**src/rtl/dff_serial_tx.sv**
```systemverilog
// Framed serial transmitter: start bit, LSB-first data, optional parity, stop bit,
// each bit held for CLKS_PER_BIT clocks on a registered line that idles high.
module dff_serial_tx #(
    parameter int DATA_W       = 8,
    parameter int CLKS_PER_BIT = 4,
    parameter int PARITY_EN    = 0,
    parameter int PARITY_ODD   = 0
) (
    input  logic              c,
    input  logic              rst_n,
    input  logic [DATA_W-1:0] tx_data,
    input  logic              tx_valid,
    output logic              tx_ready,
    output logic              d_out,
    output logic              busy
);

    localparam int CW = (CLKS_PER_BIT > 1) ? $clog2(CLKS_PER_BIT) : 1;
    localparam int BW = (DATA_W > 1) ? $clog2(DATA_W) : 1;

    localparam logic [CW-1:0] CYC_LAST  = CW'(CLKS_PER_BIT - 1);
    localparam logic [CW-1:0] CYC_ONE   = CW'(1);
    localparam logic [BW-1:0] BIT_LAST  = BW'(DATA_W - 1);
    localparam logic [BW-1:0] BIT_ONE   = BW'(1);
    localparam logic          PAR_SENSE = (PARITY_ODD != 0);
    localparam logic          HAS_PAR   = (PARITY_EN != 0);

    typedef enum logic [2:0] {
        S_IDLE   = 3'd0,
        S_START  = 3'd1,
        S_DATA   = 3'd2,
        S_PARITY = 3'd3,
        S_STOP   = 3'd4
    } state_e;

    state_e              state_q, state_d;
    logic [CW-1:0]       cyc_q, cyc_d;
    logic [BW-1:0]       bit_q, bit_d;
    logic [DATA_W-1:0]   shreg_q, shreg_d;
    logic                par_q, par_d;
    logic                d_out_q, d_out_d;
    logic                busy_q, busy_d;
    logic                ready_s;
    logic                accept_s;
    logic                last_cyc_s;

    // Parity is fixed at accept time so the shift register is free to shift.
    function automatic logic parity_of(input logic [DATA_W-1:0] w);
        return (^w) ^ PAR_SENSE;
    endfunction

    // State register with synchronous active-low reset.
    always_ff @(posedge c) begin
        if (!rst_n) begin
            state_q <= S_IDLE;
            cyc_q   <= '0;
            bit_q   <= '0;
            shreg_q <= '0;
            par_q   <= 1'b0;
            d_out_q <= 1'b1;
            busy_q  <= 1'b0;
        end else begin
            state_q <= state_d;
            cyc_q   <= cyc_d;
            bit_q   <= bit_d;
            shreg_q <= shreg_d;
            par_q   <= par_d;
            d_out_q <= d_out_d;
            busy_q  <= busy_d;
        end
    end

    // Ready decode: idle, or the final cycle of the stop bit for back-to-back frames.
    always_comb begin
        ready_s = 1'b0;
        if (state_q == S_IDLE) begin
            ready_s = 1'b1;
        end else if ((state_q == S_STOP) && (cyc_q == CYC_LAST)) begin
            ready_s = 1'b1;
        end else begin
            ready_s = 1'b0;
        end
    end

    assign tx_ready = ready_s;

    // Next-state and counter logic.
    always_comb begin
        state_d    = state_q;
        cyc_d      = cyc_q;
        bit_d      = bit_q;
        shreg_d    = shreg_q;
        par_d      = par_q;
        accept_s   = tx_valid && ready_s;
        last_cyc_s = (cyc_q == CYC_LAST);

        case (state_q)
            S_IDLE: begin
                cyc_d = '0;
                bit_d = '0;
                if (accept_s) begin
                    state_d = S_START;
                    shreg_d = tx_data;
                    par_d   = parity_of(tx_data);
                end else begin
                    state_d = S_IDLE;
                end
            end
            S_START: begin
                if (last_cyc_s) begin
                    state_d = S_DATA;
                    cyc_d   = '0;
                    bit_d   = '0;
                end else begin
                    cyc_d = cyc_q + CYC_ONE;
                end
            end
            S_DATA: begin
                if (last_cyc_s) begin
                    cyc_d = '0;
                    if (bit_q == BIT_LAST) begin
                        bit_d   = '0;
                        state_d = HAS_PAR ? S_PARITY : S_STOP;
                    end else begin
                        bit_d   = bit_q + BIT_ONE;
                        shreg_d = shreg_q >> 1'b1;
                    end
                end else begin
                    cyc_d = cyc_q + CYC_ONE;
                end
            end
            S_PARITY: begin
                if (last_cyc_s) begin
                    state_d = S_STOP;
                    cyc_d   = '0;
                end else begin
                    cyc_d = cyc_q + CYC_ONE;
                end
            end
            S_STOP: begin
                if (last_cyc_s) begin
                    cyc_d = '0;
                    bit_d = '0;
                    if (accept_s) begin
                        state_d = S_START;
                        shreg_d = tx_data;
                        par_d   = parity_of(tx_data);
                    end else begin
                        state_d = S_IDLE;
                    end
                end else begin
                    cyc_d = cyc_q + CYC_ONE;
                end
            end
            default: begin
                state_d = S_IDLE;
                cyc_d   = '0;
                bit_d   = '0;
            end
        endcase
    end

    // Line level and busy follow the next state so they appear one edge after accept.
    always_comb begin
        d_out_d = 1'b1;
        busy_d  = 1'b1;
        case (state_d)
            S_IDLE: begin
                d_out_d = 1'b1;
                busy_d  = 1'b0;
            end
            S_START:  d_out_d = 1'b0;
            S_DATA:   d_out_d = shreg_d[0];
            S_PARITY: d_out_d = par_d;
            S_STOP:   d_out_d = 1'b1;
            default: begin
                d_out_d = 1'b1;
                busy_d  = 1'b0;
            end
        endcase
    end

    assign d_out = d_out_q;
    assign busy  = busy_q;

endmodule

```
**config.mk**
```make
export PLATFORM = sky130hd
export DESIGN_NAME = dff_serial_tx
export DESIGN_NICKNAME = d
export VERILOG_FILES = /design/src/rtl/dff_serial_tx.sv
export SDC_FILE = /design/constraint.sdc
export NUM_CORES = 1
export LEC_CHECK = 0
export ABC_AREA = 1
export CAP_MARGIN = 20
export CORE_UTILIZATION = 54
export CTS_CLUSTER_SIZE = 10
export DETAILED_ROUTE_END_ITERATION = 8
export GPL_TIMING_DRIVEN = 0
export PLACE_DENSITY = 0.78
export SYNTH_ARGS = -nofsm -noshare
export SYNTH_HDL_FRONTEND = slang
export SYNTH_SLANG_ARGS = --single-unit
```
**constraint.sdc**
```tcl
create_clock -name c -period 2.3 [get_ports c]
set_clock_uncertainty 0.2 [all_clocks]
set_input_delay 0.345 -clock c [delete_from_list [all_inputs] [get_ports c]]
set_output_delay 0.345 -clock c [all_outputs]
set_load 0.05 [all_outputs]
```
Yosys cells after proc, flatten, opt, wreduce, memory -nomap -nowiden
Index checks and enable logic that the tools add are counted.
- flip-flop bits (word level): 19
- input port bits: 11
- output and inout port bits: 3
- logic and storage cells: 61
- add/sub/neg operators: 2
- equal/unequal tests: 14
- muxes and demuxes: 23
- bitwise logic cells: 3
- reductions and logical operators: 11
- operators with widths (cell ; number):
    two-way mux 8 bit ; 4
    two-way mux 3 bit ; 8
    case mux 8 bit (3 select lines) ; 1
    case mux 3 bit (5 select lines) ; 1
    equality test 3 x 2 -> 1 bit, second input constant ; 4
    equality test 3 bit, second input constant ; 3
    case mux 3 bit (3 select lines) ; 1
    OR reduction 4 bit ; 2
    parity 8 bit ; 1
    equality test 3 x 1 -> 1 bit, second input constant ; 2
    two-way mux 1 bit ; 6
    inequality test 2 bit, second input constant ; 3
    AND reduction 4 bit ; 1
    adder 3 x 1 -> 3 bit, second input constant ; 1
    zero test 3 bit ; 1
    inverter 1 bit ; 3
    case mux 1 bit (3 select lines) ; 1
    AND reduction 3 bit ; 1
    nonzero test 3 bit ; 1
    OR reduction 3 bit ; 1
    adder 2 x 1 -> 2 bit, second input constant ; 1
    equality test 2 bit, second input constant ; 1
    logical AND 1 bit ; 2
    inequality test 2 x 1 -> 1 bit, second input constant ; 1
    2 further kinds ; 2

Logic depth before layout (Yosys ltp)
- depth in word-level cells: 11
- gate-level depth with buffers: 11
- mapped depth without buffers: 11

Worst setup path after synthesis
OpenSTA, ideal clock, no wires.
- path type: reg2reg
- start: register cyc_q[0]
- end: register shreg_q[1]
- library setup time: 0.132 ns
- arrival time: 1.335 ns
- required time: 1.968 ns
- slack: 0.633 ns
- cell stages (with the launch flop): 8
- buffers on the path: 0
- period minus slack after synthesis: 1.667 ns
- cell sequence: dfxtp_1 > ha_1 > inv_2 > nand2_4 > nand2_4 > inv_1 > a22oi_1 > a21oi_1
- longest elaborated chain between the ends: 8
- elaborated cells between the ends (all ways): 11
- those cells by class: eq/ne: 3; mux: 5; reduce/logical: 3
- RTL lines (item ; line ; source):
    start, declared ; 37 ; logic [CW-1:0] cyc_q, cyc_d;
    start signal, assigned ; 64 ; cyc_q <= cyc_d;
    equality test 2 bit * ; 78 ; end else if ((state_q == S_STOP) && (cyc_q == CYC_LAST)) begin
    logical AND 1 bit * ; 78 ;
    two-way mux 1 bit * ; 78 ;
    two-way mux 1 bit * ; 76 ; if (state_q == S_IDLE) begin
    net tx_ready ; 13 ; output logic tx_ready,
    logical AND 1 bit * ; 94 ; accept_s = tx_valid && ready_s;
    two-way mux 8 bit * ; -- ;
    two-way mux 8 bit ; -- ;
    case mux 8 bit (3 select lines) * ; -- ;
    end signal, assigned ; 66 ; shreg_q <= shreg_d;
    end, declared ; 39 ; logic [DATA_W-1:0] shreg_q, shreg_d;
The timed path passes the listed nets; every way through them passes the cells marked *. The select of a mux whose other input is x is not followed.
A chain may end at the register's enable or synchronous reset.

Worst setup path in the final report
- start: register cyc_q[0]
- end: output tx_ready
- longest elaborated chain between the ends: 4
- RTL lines (item ; line):
    equality test 2 bit ; 78
    logical AND 1 bit ; 78
    two-way mux 1 bit ; 78
    two-way mux 1 bit ; 76
    end, declared ; 13
No other way between the ends.

==> reports/qor.txt <==
largest cells by area after synthesis: dfxtp_1 (32%), nand2_1 (19%), inv_1 (8.6%)
Worst Setup End Kind: output port
reg2reg path depth: 10
TritonRoute pass-1 iters: 4
reg2reg setup slack: 550 ps
critical path's largest stage delay: 370 ps
critical path cell sequence: ha_1 -> inv_2 -> nand2_4 -> nand2_4 -> inv_1 -> clkdlybuf4s18_2
total track usage: 23.2%
Worst-Skew Late Latency: 300 ps
initial DRC count: 36
Max-cap violations: 0
DP Worst Slack: -0.966 ps
WL met1: 1170 um
global-route wire length before repair: 4420 um
Site Rows: 16
ANT cells: 0
Worst Path Arrival: 1660 ps
unrepaired setup endpoints after global routing: false
Routed Antenna Nets: 0
Startpoint Class: register
Area Growth Syn to Fin: 15.3%
Die Footprint: 2370 um^2
WL met3: 111 um
Hold Slack: 222 ps
Avg Cell Area, Syn: 6.22 um^2
# hold bufs at CTS: 0
CTS clk-pin slew, worst paths: 100 ps
hold crit path type: reg2reg
CTS tree: built
number of synthesized register bits: 19
Root Buffer: clkbuf_4
Placed Cells: 228
vias in the first global route: 1112
Initial Util: 58.7%
Final #Nets: 220
FILL cells: 186
share of cells above drive strength 1: 8.29%
syn nets: 203
hold path start: cyc_q[0]$_SDFF_PP0_
CP max stage cell: clkdlybuf4s18_2
Seq/Total Area, Yosys: 32.3%
Crit Path Max Fanout: 7
most used cell, CP: nand2_4
Worst slew margin: 67.1%
Hold EP: cyc_q[0]$_SDFF_PP0_
Reg2Reg Launch Point: bit_q[0]$_SDFFE_PN0P_
final cell count without fillers: 232
H-tree Lvls: 1
Overall Power: 0.000695 W
R2R Path End: d_out$_SDFF_PN1_
Mapped Cells: 189
Yosys top cell by area: dfxtp_1
wirelength, routed: 2500 um
fmax: 454 MHz
delay-heaviest family, CP: buffers and inverters
P_leak: 0.684 nW
power per cell area: 513 nW/um^2
final hold vios: 0
setup bufs post-CTS: 0
vias per cell: 5.06
CP required: 1750 ps
FF+latch area: 380 um^2
outcome: completed
DR vias: 1175
Mapped Area: 1180 um^2
largest net degree at the start of global routing: 11
met2 wire length: 1190 um
max layer used: met4
global route overflow: 0
clock sink count: 19
Synthesis Warnings: 0
Multi-input gate area: 674 um^2
Remaining DRCs: 0
clock buffer depth: 2
Num CTS Buffers: 3
Top Ports: 14
DIE HEIGHT: 48.7 um
DP Area: 1330 um^2
initial antenna violation count: 0
Tmin final: 2200 ps
Synth top area share: 32.3%
final setup fails: 0
Post-Layout Inst Area: 1360 um^2
crit path kind: reg2out
Port Buffers: 12
post-synthesis cell type count: 24
Max VDD drop: 0.404 mV
final RePlAce weighted congestion: 0.858
Slew @ Worst Pin: 492 ps
Final Slew Violations: 0
Worst Slack Setup Final: 96.0 ps
Worst Path Buf+Inv: 3
ratio of final minimum period to clock period: 95.8%
drt wl/cell: 10.8 um
Die Width: 48.7 um
DPL Wire Length: 1950 um
hold path cells: 1
core region area: 2000 um^2
## routing by layer
layer	track usage, %	vias up
li1	-	631
met1	28.5	507
met2	41.9	31
met3	2.20	6
met4	7.84	0
met5	0	-
## cells in the mapped netlist, drive strengths merged
cell / count
buf: 1
clkbuf: 1
a21oi: 18
dfxtp: 19
nor3: 1
a31oi: 1
nor2: 20
xnor2: 1
or2: 1
ha: 3
o21ai: 13
nand3: 11
a22oi: 2
a2bb2oi: 1
nand4: 2
nand2: 64
inv: 30
## area by class of cell
type	instances	share of cell area [%]
multi-input combinational	138	49.7
sequential	19	28.0
timing repair buffer	12	8.86
inverter	30	8.30
tap	27	2.49
clock buffer	4	1.94
buffer	2	0.646
## worst max path at each step
stage                              end                 from  depth (start not counted)  slack, ps
2_1_floorplan  shreg_q[1]$_SDFFE_PN0P_  cyc_q[0]$_SDFF_PP0_                          7        630
3_3_place_gp                  tx_ready  cyc_q[0]$_SDFF_PP0_                          6         30
3_5_place_dp                  tx_ready  cyc_q[0]$_SDFF_PP0_                          6         -1
4_1_cts                       tx_ready  cyc_q[0]$_SDFF_PP0_                          6        100
5_1_grt                       tx_ready  cyc_q[0]$_SDFF_PP0_                          6          2
6_report                      tx_ready  cyc_q[0]$_SDFF_PP0_                          6        100
## layout by cell type (no fill, tap or decap), types with 3 or more instances in the layout
cell,netlist,final
nand3_1,11,11
nand2_1,60,60
clkbuf_4,0,3
a21oi_1,18,18
o21ai_1,3,3
ha_1,3,3
inv_2,3,3
nor2_4,3,3
clkdlybuf4s50_1,0,11
dfxtp_1,19,19
o21ai_0,9,9
nor2_1,16,16
inv_1,27,27
## worst register-to-register path: cells and delay by family, from the launching register on
family	cells	cell delay, ps
buf+inv	1	110
flops	1	340
simple gates	6	440
fa+ha+maj	2	370
compound gates	1	190
## kinds of logic (layout without fill, tap and decap cells)
family	Yosys count	count (layout)	synth area share, %
and+or+nand+nor	99	99	37.3
DFF	19	19	32.3
buffers and inverters	32	48	10.3
adders and majority gates	3	3	3.19
xor gates and xnor gates	1	1	0.745
AOI/OAI and AO/OA	35	35	16.1
## state kept, by name, indices dropped and copies added (netlist names)
register and cells:
bit_q 3, busy 1, cyc_q 2, d_out 1, par_q 1, shreg_q 8
state_q 3
## where the power goes
| group | switching (W) | total [W] | internal [W] |
|---|---|---|---|
| Clock | 0.000101 | 0.000169 | 0.0000676 |
| Combinational | 0.000100 | 0.000165 | 0.0000646 |
| Sequential | 0.0000126 | 0.000361 | 0.000349 |
## metrics by stage
stage          setup TNS (ps)  util (%)
4_1_cts                     0      67.8
6_report                    0      67.8
5_1_grt                     0      67.8
3_5_place_dp           -0.966      66.4
3_3_place_gp                0      66.4
2_1_floorplan               0         -
## timing repair
action	in CTS	in global routing
setup endpoints to repair	1	1
pin swaps	0	0
gates resized for setup	3	1
Note: power is estimated with default switching activity, not from simulation.
